[src/rtl/day_pkg.sv]
// Shared types and widths for the day/month calendar counter.
package day_pkg;
  localparam int DAY_MIN = 1;
  localparam int DAY_W   = 5;
  localparam int MONTH_W = 4;

  typedef enum logic [1:0] {
    EMPTY,
    RUN,
    BUSY
  } state_t;
endpackage

[src/rtl/day_counter_if.sv]
// Load/tick request bus and date outputs of the day counter.
interface day_counter_if;
  import day_pkg::*;

  logic               tick;
  logic               load_valid;
  logic [DAY_W-1:0]   load_day;
  logic               load_ready;
  logic [DAY_W-1:0]   today;
  logic [MONTH_W-1:0] month;
  logic               today_valid;
  logic               load_err;
  logic               month_wrap;
  logic               year_wrap;

  modport master (
    output tick, load_valid, load_day,
    input  load_ready, today, month, today_valid, load_err, month_wrap, year_wrap
  );

  modport slave (
    input  tick, load_valid, load_day,
    output load_ready, today, month, today_valid, load_err, month_wrap, year_wrap
  );
endinterface

[src/rtl/wrap_counter.sv]
// Counter running DAY_MIN..MAX with synchronous load; wrap_o flags the step from MAX back to DAY_MIN.
module wrap_counter
  import day_pkg::*;
#(
  parameter int WIDTH = 5,
  parameter int MAX   = 30
) (
  input  logic             clk,
  input  logic             rst_n,
  input  logic             en_i,
  input  logic             load_i,
  input  logic [WIDTH-1:0] loadValue_i,
  output logic [WIDTH-1:0] count_o,
  output logic             wrap_o
);

  logic [WIDTH-1:0] count_q, count_d;
  logic             atMax;

  assign atMax = (count_q == WIDTH'(MAX));

  // Load has priority over counting, so a wrap can never coincide with a load.
  always_comb begin
    count_d = count_q;
    if (load_i) begin
      count_d = loadValue_i;
    end else if (en_i) begin
      count_d = atMax ? WIDTH'(DAY_MIN) : count_q + WIDTH'(1);
    end
  end

  always_ff @(posedge clk or negedge rst_n) begin
    if (!rst_n) begin
      count_q <= WIDTH'(DAY_MIN);
    end else begin
      count_q <= count_d;
    end
  end

  assign count_o = count_q;
  assign wrap_o  = en_i && !load_i && atMax;

endmodule

[src/rtl/day_counter.sv]
// Calendar day/month counter with a load handshake; all outputs registered.
module day_counter
  import day_pkg::*;
#(
  parameter int DAYS_PER_MONTH = 30,
  parameter int MONTHS         = 12
) (
  input  logic         clk,
  input  logic         rst_n,
  day_counter_if.slave bus
);

  state_t state_q;
  logic   loadReady_q, todayValid_q, loadErr_q, monthWrap_q, yearWrap_q;
  logic   accept, legal, dayLoad, dayEn, dayWrap, monthWrap;
  logic [DAY_W-1:0]   dayCount;
  logic [MONTH_W-1:0] monthCount;

  assign accept  = bus.load_valid && loadReady_q;
  assign legal   = (bus.load_day >= DAY_W'(DAY_MIN)) && (bus.load_day <= DAY_W'(DAYS_PER_MONTH));
  assign dayLoad = accept && legal;
  // Any accepted load, legal or not, swallows a simultaneous tick.
  assign dayEn   = bus.tick && (state_q == RUN) && !accept;

  wrap_counter #(.WIDTH(DAY_W), .MAX(DAYS_PER_MONTH)) uDay (
    .clk         (clk),
    .rst_n       (rst_n),
    .en_i        (dayEn),
    .load_i      (dayLoad),
    .loadValue_i (bus.load_day),
    .count_o     (dayCount),
    .wrap_o      (dayWrap)
  );

  wrap_counter #(.WIDTH(MONTH_W), .MAX(MONTHS)) uMonth (
    .clk         (clk),
    .rst_n       (rst_n),
    .en_i        (dayWrap),
    .load_i      (1'b0),
    .loadValue_i (MONTH_W'(DAY_MIN)),
    .count_o     (monthCount),
    .wrap_o      (monthWrap)
  );

  always_ff @(posedge clk or negedge rst_n) begin
    if (!rst_n) begin
      state_q      <= EMPTY;
      loadReady_q  <= 1'b1;
      todayValid_q <= 1'b0;
      loadErr_q    <= 1'b0;
      monthWrap_q  <= 1'b0;
      yearWrap_q   <= 1'b0;
    end else begin
      loadErr_q   <= accept && !legal;
      monthWrap_q <= dayWrap;
      yearWrap_q  <= monthWrap;
      case (state_q)
        EMPTY, RUN: begin
          if (dayLoad) begin
            state_q      <= BUSY;
            loadReady_q  <= 1'b0;
            todayValid_q <= 1'b1;
          end
        end
        BUSY: begin
          state_q      <= RUN;
          loadReady_q  <= 1'b1;
          todayValid_q <= 1'b1;
        end
        default: begin
          state_q      <= EMPTY;
          loadReady_q  <= 1'b1;
          todayValid_q <= 1'b0;
        end
      endcase
    end
  end

  assign bus.load_ready  = loadReady_q;
  assign bus.today       = dayCount;
  assign bus.month       = monthCount;
  assign bus.today_valid = todayValid_q;
  assign bus.load_err    = loadErr_q;
  assign bus.month_wrap  = monthWrap_q;
  assign bus.year_wrap   = yearWrap_q;

endmodule

[src/flat_wrapper.sv]
// flat-port wrapper written by rule: the top's interface ports become plain ports
module day_counter_flat import day_pkg::*;
#(
  parameter int DAYS_PER_MONTH = 30,
  parameter int MONTHS         = 12
)
  (clk, rst_n, bus_tick, bus_load_valid, bus_load_day, bus_load_ready, bus_today, bus_month, bus_today_valid, bus_load_err, bus_month_wrap, bus_year_wrap);
  day_counter_if bus_i ();
  input  logic clk;
  input  logic rst_n;
  input wire logic [$bits(bus_i.tick)-1:0] bus_tick;
  input wire logic [$bits(bus_i.load_valid)-1:0] bus_load_valid;
  input wire logic [$bits(bus_i.load_day)-1:0] bus_load_day;
  output wire logic [$bits(bus_i.load_ready)-1:0] bus_load_ready;
  output wire logic [$bits(bus_i.today)-1:0] bus_today;
  output wire logic [$bits(bus_i.month)-1:0] bus_month;
  output wire logic [$bits(bus_i.today_valid)-1:0] bus_today_valid;
  output wire logic [$bits(bus_i.load_err)-1:0] bus_load_err;
  output wire logic [$bits(bus_i.month_wrap)-1:0] bus_month_wrap;
  output wire logic [$bits(bus_i.year_wrap)-1:0] bus_year_wrap;
  assign bus_i.tick = bus_tick;
  assign bus_i.load_valid = bus_load_valid;
  assign bus_i.load_day = bus_load_day;
  assign bus_load_ready = bus_i.load_ready;
  assign bus_today = bus_i.today;
  assign bus_month = bus_i.month;
  assign bus_today_valid = bus_i.today_valid;
  assign bus_load_err = bus_i.load_err;
  assign bus_month_wrap = bus_i.month_wrap;
  assign bus_year_wrap = bus_i.year_wrap;
  day_counter #(.DAYS_PER_MONTH(DAYS_PER_MONTH), .MONTHS(MONTHS)) u_core (.clk(clk), .rst_n(rst_n), .bus(bus_i));
endmodule
[config.mk]
export PLATFORM = sky130hd
export DESIGN_NAME = day_counter_flat
export DESIGN_NICKNAME = d
export VERILOG_FILES = /design/src/rtl/day_pkg.sv /design/src/rtl/day_counter_if.sv /design/src/rtl/wrap_counter.sv /design/src/rtl/day_counter.sv /design/src/flat_wrapper.sv
export SDC_FILE = /design/constraint.sdc
export NUM_CORES = 1
export LEC_CHECK = 0
export BUFFER_PORTS_ARGS = -buffer_cell sky130_fd_sc_hd__buf_2
export CAP_MARGIN = 30
export CORE_UTILIZATION = 35
export CTS_BUF_LIST = sky130_fd_sc_hd__clkbuf_8 sky130_fd_sc_hd__clkbuf_16
export DETAILED_ROUTE_END_ITERATION = 16
export GPL_TIMING_DRIVEN = 0
export PLACE_DENSITY = 0.56
export SYNTH_ARGS = -nofsm -noshare
export SYNTH_HDL_FRONTEND = slang
export SYNTH_HIERARCHICAL = 1
export SYNTH_SLANG_ARGS = --single-unit
export TNS_END_PERCENT = 50
[constraint.sdc]
create_clock -name clk -period 4.6 [get_ports clk]
set_clock_uncertainty 0.15 [all_clocks]
set_input_delay 0.46 -clock clk [delete_from_list [all_inputs] [get_ports clk]]
set_output_delay 0.46 -clock clk [all_outputs]
set_load 0.01 [all_outputs]
==> results.json <==
{
  "antenna_left": 0,
  "startpoint": "bus_load_day[1]",
  "antenna_found_initial": 0,
  "cts_tree": "done",
  "core_area_sq_um": 2477,
  "diodes": 0,
  "synthSimpleGateAreaFrac": 0.2098,
  "num_rows": 18,
  "slowest_stage": "nor3b_1",
  "synth_ff_type": "dfrtp_1",
  "fillCellCount": 267,
  "fin_util": 0.4611,
  "vias_per_cell": 5.000,
  "synth_edf_count": 0,
  "synthMuxAreaShare": 0.03815,
  "start_util": 0.3707,
  "cts.sinks": 16,
  "synth_compound_area_frac": 0.1540,
  "yosys-top-cells-count": "dfrtp_1 (13), nor2_1 (9), inv_1 (8), nand2_1 (8), a21oi_1 (7)",
  "peakVddDrop_mv": 0.3168,
  "fin_nets": 142,
  "wl_per_cell_um": 11.64,
  "leakage_nw": 0.5511,
  "synth_xor_area_frac": 0.02861,
  "finalHoldViolations": 0,
  "clk_pin_slew_ns": 0.06,
  "critPathRequiredTime_ns": 4.60,
  "yosys.area.top_type": "dfrtp_1",
  "route.detailed.drc": 0,
  "finalSetupTns_ns": 0,
  "drt_first_pass_iters": 4,
  "grt_usage": 0.1501,
  "endpoint_kind": "register",
  "grt_pass1_wl_um": 3001,
  "hpwlAfterDp_um": 1394,
  "grt_overflow": 0,
  "reg2regPathDepth": 7,
  "yosysMostFrequentCell": "dfrtp_1",
  "seq_area_frac_synth": 0.4401,
  "r2r_end": "u_core/uMonth/count_o[3]$_DFFE_PN0P_",
  "crit_arrival_ns": 2.87,
  "cts_buffers": 3,
  "dr.first_iter.drc_count": 13,
  "dieWidth_um": 53.23,
  "crit_fanout": 10,
  "cp_slowest_stage_delay_ns": 0.74,
  "crit_type": "input pin to register",
  "cp_top_family": "simple AND/OR/NAND/NOR gates",
  "relSlewSlack": 0.4002,
  "path_depth": 8,
  "async_reset_ff_frac": 1.000,
  "crit_path_cell_trace": "buf_2 -> or4_4 -> mux2i_1 -> nor2_1 -> buf_2 -> nor3b_1 -> nand2b_1 -> o31ai_1",
  "cts_root_buf": "clkbuf_8",
  "synth_area_per_cell_sq_um": 9.371,
  "die_y_um": 53.23,
  "grt_max_degree": 17,
  "syn_area_sq_um": 918.4,
  "reg2reg_from": "u_core/bus.load_ready$_DFFE_PN1P_",
  "yosys-top-cells-area": "dfrtp_1 (35%), dfstp_2 (8.6%), ha_1 (5.4%), a21oi_1 (3.8%), nor2_1 (3.7%)",
  "syn_inst": 98,
  "first_global_vias": 712,
  "status": "finished, final reports clean",
  "cts_buffer_depth": 2,
  "clk_latency_ns": 0.25,
  "tightest_slew_ns": 0.8978,
  "htreeDepth": 1,
  "setup_viol": 0,
  "power_density_nw_per_um2": 438.1,
  "gp_congestion": 0.7075,
  "num_vias": 790,
  "maxSlewViolCount": 0,
  "ioPinCount": 23,
  "critPathCapture": "u_core/uMonth/count_o[3]$_DFFE_PN0P_",
  "synth.distinct_cells": 34,
  "syn2layout_area_growth_pct": 24.39,
  "drive_gt1_frac": 0.2813,
  "synth_top_cell_area_share": 0.3542,
  "rsz0062_at_grt": "false",
  "die_area_sq_um": 2833,
  "critPathBufInv": 2,
  "final.min_clock_period_ns": 2.869,
  "cts_resized": 0,
  "fmax_mhz": 348.6,
  "worstHoldPathType": "input pin to register",
  "numPortBuffers": 22,
  "startpoint_type": "input pin",
  "synth_top_family_by_area": "simple AND/OR/NAND/NOR gates",
  "synthAdderAreaFrac": 0.05450,
  "post-route-period-util": 0.6237,
  "cpMostUsedCell": "buf_2",
  "ys_warn_count": 6,
  "r2r_setup_slack_ns": 2.20,
  "drt-total-wl_um": 1839,
  "drv_cap": 0,
  "ys_ff_latch": 16
}
## metal layers
metal / GRT usage / wire, um
met2: 0.2542 / 935
met5: 0 / 0
met1: 0.1690 / 813
met3: 0.05747 / 81
met4: 0.05263 / 8
## metrics by stage
stage                     worst slack (ns)  instance area, sq um  instances  total power, mW  hold WS, ns
after global routing                 1.485                  1142        158           0.5399       0.2359
after CTS                            1.707                  1142        158           0.5063       0.2375
after floorplan                      1.959                 929.6        101           0.3197      0.01441
final                                1.731                  1142        158           0.5004       0.2370
after detailed placement             1.420                  1077        153           0.3786       0.2435
after global placement               1.493                  1077        153           0.3740       0.2412
## what timing repair did
action,4_1_cts,5_1_grt
endpoints found under the setup margin,0,0
buffers inserted,0,0
hold endpoints to repair,13,0
hold buffers,1,0
## power breakdown
group	switching, mW	total [mW]	internal, mW
Combinational	0.0821	0.161	0.0787
Clock	0.0465	0.122	0.0758
Sequential	0.0413	0.217	0.176
## worst min-delay path by stage
| stage | start | end | slack [ns] | cells past startpoint |
|---|---|---|---|---|
| after global placement | rst_n | u_core/bus.year_wrap$_DFF_PN0_ | 0.24 | 1 |
| after floorplan | rst_n | u_core/bus.load_err$_DFF_PN0_ | 0.01 | 0 |
| after global routing | bus_load_valid | u_core/bus.load_ready$_DFFE_PN1P_ | 0.24 | 2 |
| final | bus_load_valid | u_core/bus.load_ready$_DFFE_PN1P_ | 0.24 | 2 |
| after CTS | bus_load_valid | u_core/bus.load_ready$_DFFE_PN1P_ | 0.24 | 2 |
| after detailed placement | rst_n | u_core/bus.year_wrap$_DFF_PN0_ | 0.24 | 1 |
## cell type report
cell class | count | area (sq um) | area share
buffer | 4 | 31.28 | 0.02738
clock buffer | 4 | 55.05 | 0.04819
inverter | 8 | 30.03 | 0.02629
multi-input combinational | 73 | 464.2 | 0.4064
sequential | 16 | 404.1 | 0.3538
tap | 30 | 37.54 | 0.03286
timing repair buffer | 23 | 120.1 | 0.1051
## kinds of logic after synthesis
logic type	after synthesis
compound gates	23
xor+xnor	3
buf+inv	12
flops	16
mux	3
simple gates	35
other cells	2
fa+ha+maj	4
## cells in the final DEF (no fill, tap or decap), drive strengths merged, types with 4 or more instances in the layout
cell type,instances
dfrtp,13
nand3,4
inv,8
clkbuf,5
o21ai,5
buf,25
conb,5
nor2,9
nand2,8
ha,4
a21oi,7
## flip-flops by register name, summed over array words and instances, names as in the netlist
signal,flops
u_core/state_q,2
u_core/bus.month_wrap,1
u_core/bus.load_ready,1
u_core/uDay/count_o,5
u_core/uMonth/count_o,4
u_core/bus.today_valid,1
u_core/bus.load_err,1
u_core/bus.year_wrap,1
## worst register-to-register path: stages (launching register included)
cell and delay (ns):
dfstp_2 0.37, nand2_1 0.17, nand3_1 0.11, nor2_1 0.17, buf_6 0.16, nor3b_1 0.74
nand2b_1 0.16, o31ai_1 0.27
No activity file was read; power rests on OpenSTA's default activity.
